**config.mk**
```make
export PLATFORM = sky130hd
export DESIGN_NAME = sisa_decode_stage
export DESIGN_NICKNAME = d
export VERILOG_FILES = /design/src/rtl/sisa_decode_stage.sv
export SDC_FILE = /design/constraint.sdc
export NUM_CORES = 1
export LEC_CHECK = 0
export BUFFER_PORTS_ARGS = -buffer_cell sky130_fd_sc_hd__buf_4
export CAP_MARGIN = 20
export CORE_AREA = 2 2 39 41
export DETAILED_ROUTE_END_ITERATION = 7
export DIE_AREA = 0 0 41 43
export GPL_TIMING_DRIVEN = 0
export HOLD_SLACK_MARGIN = 0.12
export PLACE_DENSITY = 0.76
export SKIP_CTS_REPAIR_TIMING = 1
export SYNTH_ARGS = -nofsm -noshare
export SYNTH_HDL_FRONTEND = slang
export SYNTH_SLANG_ARGS = --single-unit
```
**constraint.sdc**
```tcl
create_clock -name clk -period 1.82 [get_ports clk]
set_input_delay 0.091 -clock clk [delete_from_list [all_inputs] [get_ports clk]]
set_output_delay 0.091 -clock clk [all_outputs]
set_load 0.03 [all_outputs]
```
**src/rtl/sisa_decode_stage.sv**
```systemverilog
`default_nettype none
// ============================================================================
// Module      : sisa_decode_stage
// Description : Registered instruction-decode stage for the sCPU. Classifies
//               each accepted instruction word as add / li / bne / nop,
//               extracts rd, rs and a zero-extended immediate, and holds the
//               result in a one-entry valid/ready register with flush.
//
// Ports       : clk, rst            - clock, synchronous active-high reset
//               in_valid/in_instr   - instruction from fetch
//               in_ready            - stage can accept this cycle
//               flush               - drop the held entry (taken branch)
//               out_valid/out_ready - handshake towards execute
//               out_add/li/bne/nop  - one-hot instruction type
//               out_op/rd/rs/imm    - raw opcode and decoded fields
//               cnt_add/li/bne/nop  - saturating retire counters
//                                     (only with SISA_DEC_STATS_EN)
//
// Options     : define SISA_DEC_STATS_EN to add the retire counters.
//
// Revision    : 1.0 - initial release
// ============================================================================
module sisa_decode_stage #(
    parameter int INSTR_W = 8,
    parameter int OP_W    = 2,
    parameter int REG_W   = 2,
    parameter int IMM_W   = 4,
    parameter int ADD_OP  = 0,
    parameter int LI_OP   = 2,
    parameter int BNE_OP  = 3,
    parameter int CNT_W   = 16
) (
    input  logic               clk,
    input  logic               rst,
    input  logic               in_valid,
    input  logic [INSTR_W-1:0] in_instr,
    output logic               in_ready,
    input  logic               flush,
    output logic               out_valid,
    input  logic               out_ready,
    output logic               out_add,
    output logic               out_li,
    output logic               out_bne,
    output logic               out_nop,
    output logic [OP_W-1:0]    out_op,
    output logic [REG_W-1:0]   out_rd,
    output logic [REG_W-1:0]   out_rs,
    output logic [INSTR_W-1:0] out_imm
`ifdef SISA_DEC_STATS_EN
    ,
    output logic [CNT_W-1:0]   cnt_add,
    output logic [CNT_W-1:0]   cnt_li,
    output logic [CNT_W-1:0]   cnt_bne,
    output logic [CNT_W-1:0]   cnt_nop
`endif
);

    // ------------------------------------------------------------------------
    // Field positions inside the instruction word
    // ------------------------------------------------------------------------
    localparam int c_RD_MSB = INSTR_W - OP_W - 1;
    localparam int c_RS_MSB = INSTR_W - OP_W - REG_W - 1;

    // ------------------------------------------------------------------------
    // Combinational decode of the incoming word
    // ------------------------------------------------------------------------
    logic [OP_W-1:0]    w_op;
    logic               w_is_add;
    logic               w_is_li;
    logic               w_is_bne;
    logic               w_is_nop;
    logic [REG_W-1:0]   w_rd;
    logic [REG_W-1:0]   w_rs;
    logic [INSTR_W-1:0] w_imm;

    assign w_op = in_instr[INSTR_W-1 -: OP_W];

    // Chained compares give add > li > bne precedence when opcode
    // parameters alias, so the type stays one-hot.
    assign w_is_add = (w_op == OP_W'(ADD_OP));
    assign w_is_li  = !w_is_add && (w_op == OP_W'(LI_OP));
    assign w_is_bne = !w_is_add && !w_is_li && (w_op == OP_W'(BNE_OP));
    assign w_is_nop = !(w_is_add || w_is_li || w_is_bne);

    assign w_rd  = in_instr[c_RD_MSB -: REG_W];
    assign w_rs  = in_instr[c_RS_MSB -: REG_W];
    assign w_imm = INSTR_W'(in_instr[IMM_W-1:0]);

    // ------------------------------------------------------------------------
    // Handshake
    // ------------------------------------------------------------------------
    logic r_valid;
    logic w_accept;
    logic w_consume;

    // Flush frees the slot even when execute is stalled, so fetch can
    // deliver the branch target in the same cycle.
    assign in_ready  = !r_valid || out_ready || flush;
    assign w_accept  = in_valid && in_ready;
    assign w_consume = r_valid && out_ready && !flush;

    // ------------------------------------------------------------------------
    // Held entry
    // ------------------------------------------------------------------------
    logic               r_add;
    logic               r_li;
    logic               r_bne;
    logic               r_nop;
    logic [OP_W-1:0]    r_op;
    logic [REG_W-1:0]   r_rd;
    logic [REG_W-1:0]   r_rs;
    logic [INSTR_W-1:0] r_imm;

    always_ff @(posedge clk) begin
        if (rst) begin
            r_valid <= 1'b0;
            r_add   <= 1'b0;
            r_li    <= 1'b0;
            r_bne   <= 1'b0;
            r_nop   <= 1'b0;
            r_op    <= '0;
            r_rd    <= '0;
            r_rs    <= '0;
            r_imm   <= '0;
        end else if (w_accept) begin
            // A new word wins over consume/flush of the old one.
            r_valid <= 1'b1;
            r_add   <= w_is_add;
            r_li    <= w_is_li;
            r_bne   <= w_is_bne;
            r_nop   <= w_is_nop;
            r_op    <= w_op;
            r_rd    <= w_rd;
            r_rs    <= w_rs;
            r_imm   <= w_imm;
        end else if (w_consume || flush) begin
            // Emptied slot reads as all-zero rather than stale fields.
            r_valid <= 1'b0;
            r_add   <= 1'b0;
            r_li    <= 1'b0;
            r_bne   <= 1'b0;
            r_nop   <= 1'b0;
            r_op    <= '0;
            r_rd    <= '0;
            r_rs    <= '0;
            r_imm   <= '0;
        end
    end

    assign out_valid = r_valid;
    assign out_add   = r_add;
    assign out_li    = r_li;
    assign out_bne   = r_bne;
    assign out_nop   = r_nop;
    assign out_op    = r_op;
    assign out_rd    = r_rd;
    assign out_rs    = r_rs;
    assign out_imm   = r_imm;

    // ------------------------------------------------------------------------
    // Retire statistics
    // ------------------------------------------------------------------------
`ifdef SISA_DEC_STATS_EN
    localparam logic [CNT_W-1:0] c_CNT_MAX = '1;

    logic [CNT_W-1:0] r_cnt_add;
    logic [CNT_W-1:0] r_cnt_li;
    logic [CNT_W-1:0] r_cnt_bne;
    logic [CNT_W-1:0] r_cnt_nop;

    // Only a consume is a retire; flushed entries never reach here.
    always_ff @(posedge clk) begin
        if (rst) begin
            r_cnt_add <= '0;
            r_cnt_li  <= '0;
            r_cnt_bne <= '0;
            r_cnt_nop <= '0;
        end else if (w_consume) begin
            if (r_add && (r_cnt_add != c_CNT_MAX)) r_cnt_add <= r_cnt_add + CNT_W'(1);
            if (r_li  && (r_cnt_li  != c_CNT_MAX)) r_cnt_li  <= r_cnt_li  + CNT_W'(1);
            if (r_bne && (r_cnt_bne != c_CNT_MAX)) r_cnt_bne <= r_cnt_bne + CNT_W'(1);
            if (r_nop && (r_cnt_nop != c_CNT_MAX)) r_cnt_nop <= r_cnt_nop + CNT_W'(1);
        end
    end

    assign cnt_add = r_cnt_add;
    assign cnt_li  = r_cnt_li;
    assign cnt_bne = r_cnt_bne;
    assign cnt_nop = r_cnt_nop;
`else
    // Counter width only matters when statistics are built in.
    if (CNT_W < 1) begin : g_cnt_w_unused
    end
`endif

endmodule
`default_nettype wire

```
==> Word level (Yosys, flattened, before mapping) <==
Cells that the tools add are included.
{ "totals": {"regBits": 15, "wordCells": 41, "output_inout_bits": 20} }
{ "classes": {"n_reduce_logical": 18, "n_mux": 12, "eq_ne": 2} }
{ "ops": {"columns": ["cell", "count"], "rows": [
  ["$mux W2", 4],
  ["$mux W4", 2],
  ["$logic_and A1 B1 Y1", 6],
  ["$mux W1", 6],
  ["$logic_not A1 Y1", 5],
  ["$logic_or A1 B1 Y1", 5],
  ["$eq A2 B2 Y1 const B", 2],
  ["$logic_not A2 Y1", 1],
  ["$reduce_bool A2 Y1", 1]
]} }

==> Depth between registers and ports, before layout <==
Gate-level depths: netlist of the first run.
{ "logic_depth": {"ltp_word": 9, "ltp_mapped": 4, "mapped_depth_nobuf": 3} }

==> Worst setup path before layout of the first run <==
Ideal clock, no wire load.
{ "synth_timing": {"path_kind": "reg-to-reg", "from": "register r_valid, in the netlist out_valid", "to": "register r_add, in the netlist out_add", "arrival_time_ns": 1.293, "stages_incl_launch_ff": 5, "period_less_slack_ns": 1.410, "required_time_ns": 1.703, "setup_slack_ns": 0.410, "cell_sequence": "dfxtp_1 nor3b_4 nor3b_2 buf_6 a32o_1"} }
{ "synth_via": {"elab_chain_cells": 5, "elab_cells_between_ends": 9, "cone_classes": "mux: 1; reduce/logical: 8"} }
{ "synth_rtl": {"columns": ["item", "line_no", "rtl"], "rows": [
  ["from (decl)", "92", "logic r_valid;"],
  ["from (signal assigned)", "116", "r_valid <= 1'b0;"],
  ["from (signal assigned)", "127", "r_valid <= 1'b1;"],
  ["from (signal assigned)", "138", "r_valid <= 1'b0;"],
  ["$logic_not A1 Y1", "98", "assign in_ready = !r_valid || out_ready || flush;"],
  ["$logic_or A1 B1 Y1 (2 in a row)", "98", null],
  ["$logic_and A1 B1 Y1", "99", "assign w_accept = in_valid && in_ready;"],
  ["$mux W1 or $reduce_bool A2 Y1 (tied branches)", null, null],
  ["to (signal assigned)", "128", "r_add <= w_is_add;"],
  ["to (decl)", "105", "logic r_add;"]
]} }
Parallel ways exist; a longest one is shown, timed or not.
A chain may end at the register's enable or synchronous reset.

==> Worst setup path after layout of the first run <==
{ "layout_timing": {"from": "register r_valid, in the netlist out_valid", "to": "register r_valid, in the netlist out_valid"} }
{ "layout_via": {"elab_chain_cells": 5, "elab_cells_between_ends": 9, "cone_classes": "mux: 1; reduce/logical: 8"} }
{ "layout_rtl": {"columns": ["item", "line_no"], "rows": [
  ["$logic_not A1 Y1", "98"],
  ["$logic_or A1 B1 Y1 (2 in a row)", "98"],
  ["$logic_and A1 B1 Y1", "99"],
  ["$mux W1 or $reduce_bool A2 Y1 (tied branches)", null]
]} }
Parallel ways exist; a longest one is shown, timed or not.

==> summary.txt, run 1 <==
Run status
  – Outcome: finished clean

Routing
  – Number of antenna-violating nets in the routed design: 0
  – Router iterations before antenna repair: 4
  – Wire length per cell after detailed routing: about 11 um
  – Total wire length after detailed routing: roughly 1100 um
  – Total DRC errors in the routed layout: 0
  – Via count: 480
  – Detailed-route vias per instance: 4.62
  – Initial DRC count: 10

Yosys
  – Count of mapped cells out of synthesis: between 40 and 50
  – Mapped cell area: 522 um^2
  – Number of different library cells in the post-synthesis netlist: 12
  – Portion of the post-synthesis area used by sequential elements: 0.499
  – Share of the synthesized area in the top cell type: 0.499
  – Number of enable flip-flop cells after synthesis: 0
  – Most used standard cell by instance count after synthesis: sky130_fd_sc_hd__dfxtp_1
  – Fraction of synthesized cell area in xor and xnor cells: 0
  – Most instantiated cells after synthesis: sky130_fd_sc_hd__dfxtp_1, sky130_fd_sc_hd__a22o_1, sky130_fd_sc_hd__buf_4
  – Post-synthesis area per instance: 12.1 um^2
  – Simple-gate share of the synthesized area: 0.0863
  – Multiplexer share of the synthesized area: 0
  – Post-synthesis share of cell area spent on full adders, half adders and majority gates: 0
  – Yosys warns: 0
  – Post-synth top area cell: sky130_fd_sc_hd__dfxtp_1
  – Async SR Flop Fraction: 0
  – Most area-consuming cells after synthesis: sky130_fd_sc_hd__dfxtp_1, sky130_fd_sc_hd__a22o_1, sky130_fd_sc_hd__buf_4
  – Yosys reg bits: 13
  – Compound-gate portion of the synthesized area: 0.264
  – Primary flip-flop cell chosen by synthesis mapping: sky130_fd_sc_hd__dfxtp_1
  – Main combinational cell family by area after synthesis: compound AO/OA/AOI/OAI gates

Global route
  – Number of antenna violations at the first check in global routing: 0
  – Met2 layer usage reported by global route: 0.209
  – Number of global-route vias before repair: 394
  – Total global-route track usage: 0.132
  – Met1 Use GR: 0.160
  – Busiest layer in global routing: met2
  – Global-route wire length before repair: roughly 1600 um
  – Overflow left after global routing: 0
  – GR Layer Usage met3: 0.0157
  – Maximum number of pins on one net before global-route repair: 11

Clocking
  – Clock insertion delay at the later pin of the skew report: 0.26 ns
  – Number of buffers inserted during clock tree synthesis: 3
  – Clock tree buffer depth: 2
  – CTS tree: yes
  – Clock transition at the registers of the reported paths: 0.08 ns
  – Root buf cell: sky130_fd_sc_hd__clkbuf_4
  – Total clock sinks: 13
  – CTS HTree Levels: 1

Timing
  – Clock skew: 0.00635 ns
  – Fin worst setup slack: 0.397 ns
  – Tcrit/Tclk final: 0.782
  – Count of pins over their slew limit: 0
  – Setup violation total in the final timing report: 0
  – Final critical path time including I/O delays and setup: 1.42 ns
  – Fmax: about 700 MHz
  – Setup repair after global routing missed its margin: false
  – Hold violation total from the final report: 0
  – Setup tns final: 0 ns
  – Worst hold slack: 0.259 ns

Placement
  – PortBufs: 28
  – Cell Count Post-Placement: 90
  – Post-detailed-placement half-perimeter wirelength: 844 um
  – GP Congestion: 0.702
  – Cell Area, Placed: 763 um^2
  – Setup WS pre-CTS: ~0.54 ns

Power
  – Total chip power: 633 uW
  – Total leakage power: 0.431 nW
  – Largest vdd supply drop: approximately 0.39 mV
  – Power density of the placed cells: between 700 and 800 mW/mm^2

Final layout
  – Ratio of cells with drive above 1 in the final layout: 0.477
  – Multi-input gate area in the final layout: 198 um^2
  – Final Non-Filler Cells: 104
  – Layout overhead on the synthesized area: 70.5%
  – Fill cell count: 129
  – Post-route cell area: slightly below 900 um^2
  – Net count of the finished layout: 102
  – Flip-flop and latch area: 260 um^2
  – Final core utilization: 0.643
  – Antenna diode count: 0

Critical path
  – Cell type group with the largest total delay on the critical path: buffers and inverters
  – Worst Path Arrival: 1.63 ns
  – Depth of the worst register-to-register path: 4
  – Crit Path Max Fanout: 4
  – Critical path data required time: 2.03 ns
  – CP Buf/Inv Count: 1
  – Kind of critical path: flop to flop
  – Register-to-Register Setup Slack: 0.40 ns
  – Worst path most repeated cell: sky130_fd_sc_hd__nor2_1
  – RR Startpoint: out_valid
  – CP Capture Type: flop
  – Critical R2R Capture: out_valid
  – Highest cell delay on the worst timing path: 0.54 ns
  – CP startpoint kind: flop
  – Critical path cell sequence: nor3b_4 -> nor2_1 -> nor2_1 -> dlygate4sd3_1
  – Crit-path slowest cell: sky130_fd_sc_hd__dlygate4sd3_1

Min path
  – Terminating pin of the worst hold path: out_rd[0]
  – Path class of the lowest-slack min-delay path: input port to flop
  – Source of the worst hold timing path: flush
  – Worst Hold Path Cells: 3

Floorplan
  – Core Area: 0.00138 mm^2
  – Floorplan row count: 14
  – Overall die height: around 43 um
  – Die Footprint: 0.00176 mm^2
  – DIE WIDTH: slightly above 40 um
  – Count of boundary I/O pins: 33
  – Effective utilization at floorplan: 0.377

Run
  – Number of violations of the max-capacitance limit: 0
tightest hold or removal path: stages:
cell and delay (ns):
sky130_fd_sc_hd__buf_4 0.11, sky130_fd_sc_hd__a2111oi_4 0.06, sky130_fd_sc_hd__a22o_1 0.22
cell usage in the layout, fill, tap and decap left out:
cell type                        n
sky130_fd_sc_hd__nor2_1          2
sky130_fd_sc_hd__buf_4          35
sky130_fd_sc_hd__inv_1           3
sky130_fd_sc_hd__a22o_1          8
sky130_fd_sc_hd__dlygate4sd3_1  10
sky130_fd_sc_hd__nor2b_1         1
sky130_fd_sc_hd__conb_1          4
sky130_fd_sc_hd__a32o_1          4
sky130_fd_sc_hd__buf_6           1
sky130_fd_sc_hd__clkbuf_1        1
sky130_fd_sc_hd__nor3b_4         1
sky130_fd_sc_hd__clkbuf_4        3
sky130_fd_sc_hd__a2111oi_4       1
sky130_fd_sc_hd__dfxtp_1        13
sky130_fd_sc_hd__nor3b_2         1
worst max-delay path by stage:
| stage | slack (ns) | start | cells past startpoint | end |
|---|---|---|---|---|
| 3_3_place_gp | 0.56 | out_valid | 4 | out_add |
| 3_5_place_dp | 0.54 | out_valid | 4 | out_add |
| 4_1_cts | 0.52 | out_valid | 3 | in_ready |
| 6_report | 0.40 | out_valid | 4 | out_valid |
| 5_1_grt | 0.29 | out_valid | 4 | out_valid |
| 2_1_floorplan | 0.41 | out_valid | 4 | out_add |
power breakdown:
| part | total (mW) | switching (mW) | internal [mW] |
|---|---|---|---|
| combinational | 0.157 | 0.0792 | 0.0776 |
| sequential | 0.307 | 0.00902 | 0.298 |
| clock | 0.169 | 0.0843 | 0.0845 |
routing by layer:
metal | part of all wire | vias up | wire length [um]
met5 | 0 | - | 0
met4 | 0.0072 | 0 | 8
met3 | 0.066 | 2 | 74
met2 | 0.51 | 20 | 568
met1 | 0.42 | 222 | 465
li1 | - | 236 | -
kinds of logic after synthesis:
group | after synthesis
AOI/OAI and AO/OA | 13
buffers and inverters | 11
DFF | 13
other | 1
and+or+nand+nor | 5
state kept, by name (all words and copies together) (netlist names):
register	cells
out_rs	2
out_li	1
out_rd	2
out_op	2
out_valid	1
out_add	1
out_bne	1
out_nop	1
out_imm	2
layout make-up:
cell class,instances,share of cell area
inverters,3,0.0127
well taps,16,0.0225
plain buffers,8,0.0717
multi-input cells,22,0.222
flip-flops and latches,13,0.293
repair buffers,38,0.349
clock buffers,4,0.0295
No activity file was read; power rests on OpenSTA's default activity.
==> inputs of run 2 (changes only) <==
- CORE_AREA: 2 2 39 41 -> 2 2 42 44
- DIE_AREA: 0 0 41 43 -> 0 0 44 46
- PLACE_DENSITY: 0.76 -> 0.69
- clock period: 1.82 -> 1.16 ns (I/O delays scaled with it)
==> summary.txt, run 2 (synthesis gave the netlist of run 1 again) <==
Run status
  – Outcome: finished with violations (was finished clean)
  – Violations in the final reports: setup timing

Timing
  – Tcrit/Tclk final: 1.03
  – Worst hold slack: 0.110 ns (was 0.259 ns)
  – Setup violation total in the final timing report: 3 (was 0)
  – Hold violation total from the final report: 0 (unchanged)
  – Setup tns final: -0.0628 ns (was 0 ns)
  – Setup repair after global routing missed its margin: true (was false)
  – Final critical path time including I/O delays and setup: 1.19 ns
  – Fin worst setup slack: -0.0347 ns (was 0.397 ns)
  – Clock skew: 0.00172 ns (was 0.00635 ns)
  – Fmax: 837 MHz
  – Count of pins over their slew limit: 0 (unchanged)

Floorplan
  – Effective utilization at floorplan: 0.323 (was 0.377)
  – Die Footprint: 0.00202 mm^2 (was 0.00176 mm^2)
  – Core Area: 0.00161 mm^2 (was 0.00138 mm^2)
  – Overall die height: 46 um (was 43 um)
  – DIE WIDTH: 44 um (was 41 um)
  – Count of boundary I/O pins: 33 (unchanged)
  – Floorplan row count: 15 (was 14)

Critical path
  – Kind of critical path: flop to output pin (was flop to flop)
  – CP Buf/Inv Count: 2 (was 1)
  – Critical path data required time: 1.10 ns (was 2.03 ns)
  – Cell type group with the largest total delay on the critical path: flip-flops (was buffers and inverters)
  – Crit Path Max Fanout: 4 (unchanged)
  – CP startpoint kind: flop (unchanged)
  – Crit-path slowest cell: sky130_fd_sc_hd__dfxtp_4 (was sky130_fd_sc_hd__dlygate4sd3_1)
  – CP Capture Type: output pin (was flop)
  – Highest cell delay on the worst timing path: 0.38 ns (was 0.54 ns)
  – Worst Path Arrival: 1.14 ns (was 1.63 ns)
  – Critical path cell sequence: nor3b_4 -> inv_1 -> buf_6 (was nor3b_4 -> nor2_1 -> nor2_1 -> dlygate4sd3_1)

Clocking
  – Root buf cell: sky130_fd_sc_hd__clkbuf_4 (unchanged)
  – Total clock sinks: 13 (unchanged)
  – Clock tree buffer depth: 2 (unchanged)
  – CTS tree: yes (unchanged)
  – CTS HTree Levels: 1 (unchanged)
  – Clock insertion delay at the later pin of the skew report: 0.27 ns (was 0.26 ns)
  – Clock transition at the registers of the reported paths: 0.07 ns (was 0.08 ns)
  – Number of buffers inserted during clock tree synthesis: 3 (unchanged)

Min path
  – Path class of the lowest-slack min-delay path: input port to flop (unchanged)

Final layout
  – Layout overhead on the synthesized area: 76.3% (was 70.5%)
  – Antenna diode count: 0 (unchanged)
  – Ratio of cells with drive above 1 in the final layout: 0.494 (was 0.477)
  – Most frequent cells in the layout: sky130_fd_sc_hd__buf_4, sky130_fd_sc_hd__dfxtp_1, sky130_fd_sc_hd__dlygate4sd3_1 (unchanged)
  – Most common cell after layout, fill and taps aside: sky130_fd_sc_hd__buf_4 (unchanged)
  – Net count of the finished layout: 103 (was 102)
  – Post-route cell area: 920 um^2 (was 890 um^2)

Routing
  – Wire length per cell after detailed routing: 11.4 um (was 10.7 um)
  – Top layer used by detailed routing: met4 (unchanged)
  – Number of antenna-violating nets in the routed design: 0 (unchanged)
  – Router iterations before antenna repair: 3 (was 4)
  – Initial DRC count: 2 (was 10)
  – Met3 Routed Length: 122 um (was 74 um)
  – Total DRC errors in the routed layout: 0 (unchanged)
  – Met2 wirelength from detailed routing: 559 um (was 568 um)
  – Detailed-route vias per instance: 4.38 (was 4.62)
  – Total routed wire length on the met1 layer: 513 um (was 465 um)
  – Total wire length after detailed routing: 1210 um (was 1120 um)
  – Via count: 464 (was 480)

Placement
  – Setup WS pre-CTS: -0.0229 ns (was 0.541 ns)
  – Cell Area, Placed: 768 um^2 (was 763 um^2)
  – PortBufs: 28 (unchanged)
  – Post-detailed-placement half-perimeter wirelength: 862 um (was 844 um)
  – GP Congestion: 0.684 (was 0.702)

Global route
  – Global-route wire length before repair: 1750 um (was 1610 um)
  – Overflow left after global routing: 0 (unchanged)
  – Number of global-route vias before repair: 395 (was 394)
  – Maximum number of pins on one net before global-route repair: 11 (unchanged)
  – Number of antenna violations at the first check in global routing: 0 (unchanged)
  – Total global-route track usage: 0.121 (was 0.132)

Power
  – Total chip power: 1.01 mW (was 633 uW)
  – Largest vdd supply drop: 0.593 mV (was 0.386 mV)
  – Total leakage power: 0.440 nW (was 0.431 nW)
  – Power density of the placed cells: 1100 mW/mm^2 (was 711 mW/mm^2)

Run
  – Number of violations of the max-capacitance limit: 0 (unchanged)
run 2: power by group:
part | total, mW | internal [mW] | switching [mW] | leakage (nW)
logic | 0.256 | 0.128 | 0.127 | 0.317
clock network | 0.275 | 0.133 | 0.141 | 0.0150
registers | 0.481 | 0.467 | 0.0142 | 0.107
run 2: final timing paths:
kind	startpoint	to	slack (ns)	cells past startpoint
worst min register to register	out_bne	out_bne	0.47	1
worst max register to register	out_valid	out_li	-0.02	4
worst max-delay path	out_valid	in_ready	-0.03	3
worst min-delay path	flush	out_valid	0.11	4
run 2: metal layers:
layer	vias up	global-route usage
met3	2	0.0556
met1	200	0.146
li1	239	-
met2	23	0.182
met4	0	0.0545
met5	-	0
run 2: area by class of cell:
type / count / area [um^2]
buffer: 8 / 67.6
tap: 17 / 21.3
inverter: 3 / 11.3
fill: 151 / 694
multi-input combinational: 22 / 204
clock buffer: 4 / 26.3
timing repair buffer: 39 / 325
sequential: 13 / 264
run 2: tightest hold or removal path, stage by stage:
cell and delay [ns]:
sky130_fd_sc_hd__buf_4 0.11, sky130_fd_sc_hd__nor3b_4 0.05, sky130_fd_sc_hd__nor2_1 0.08, sky130_fd_sc_hd__nor2_1 0.04
run 2: through the flow:
stage,instances,util
after floorplan,46,-
after global routing,106,0.570
after detailed placement,91,0.476
after CTS,95,0.492
final,106,0.570
after global placement,91,0.476
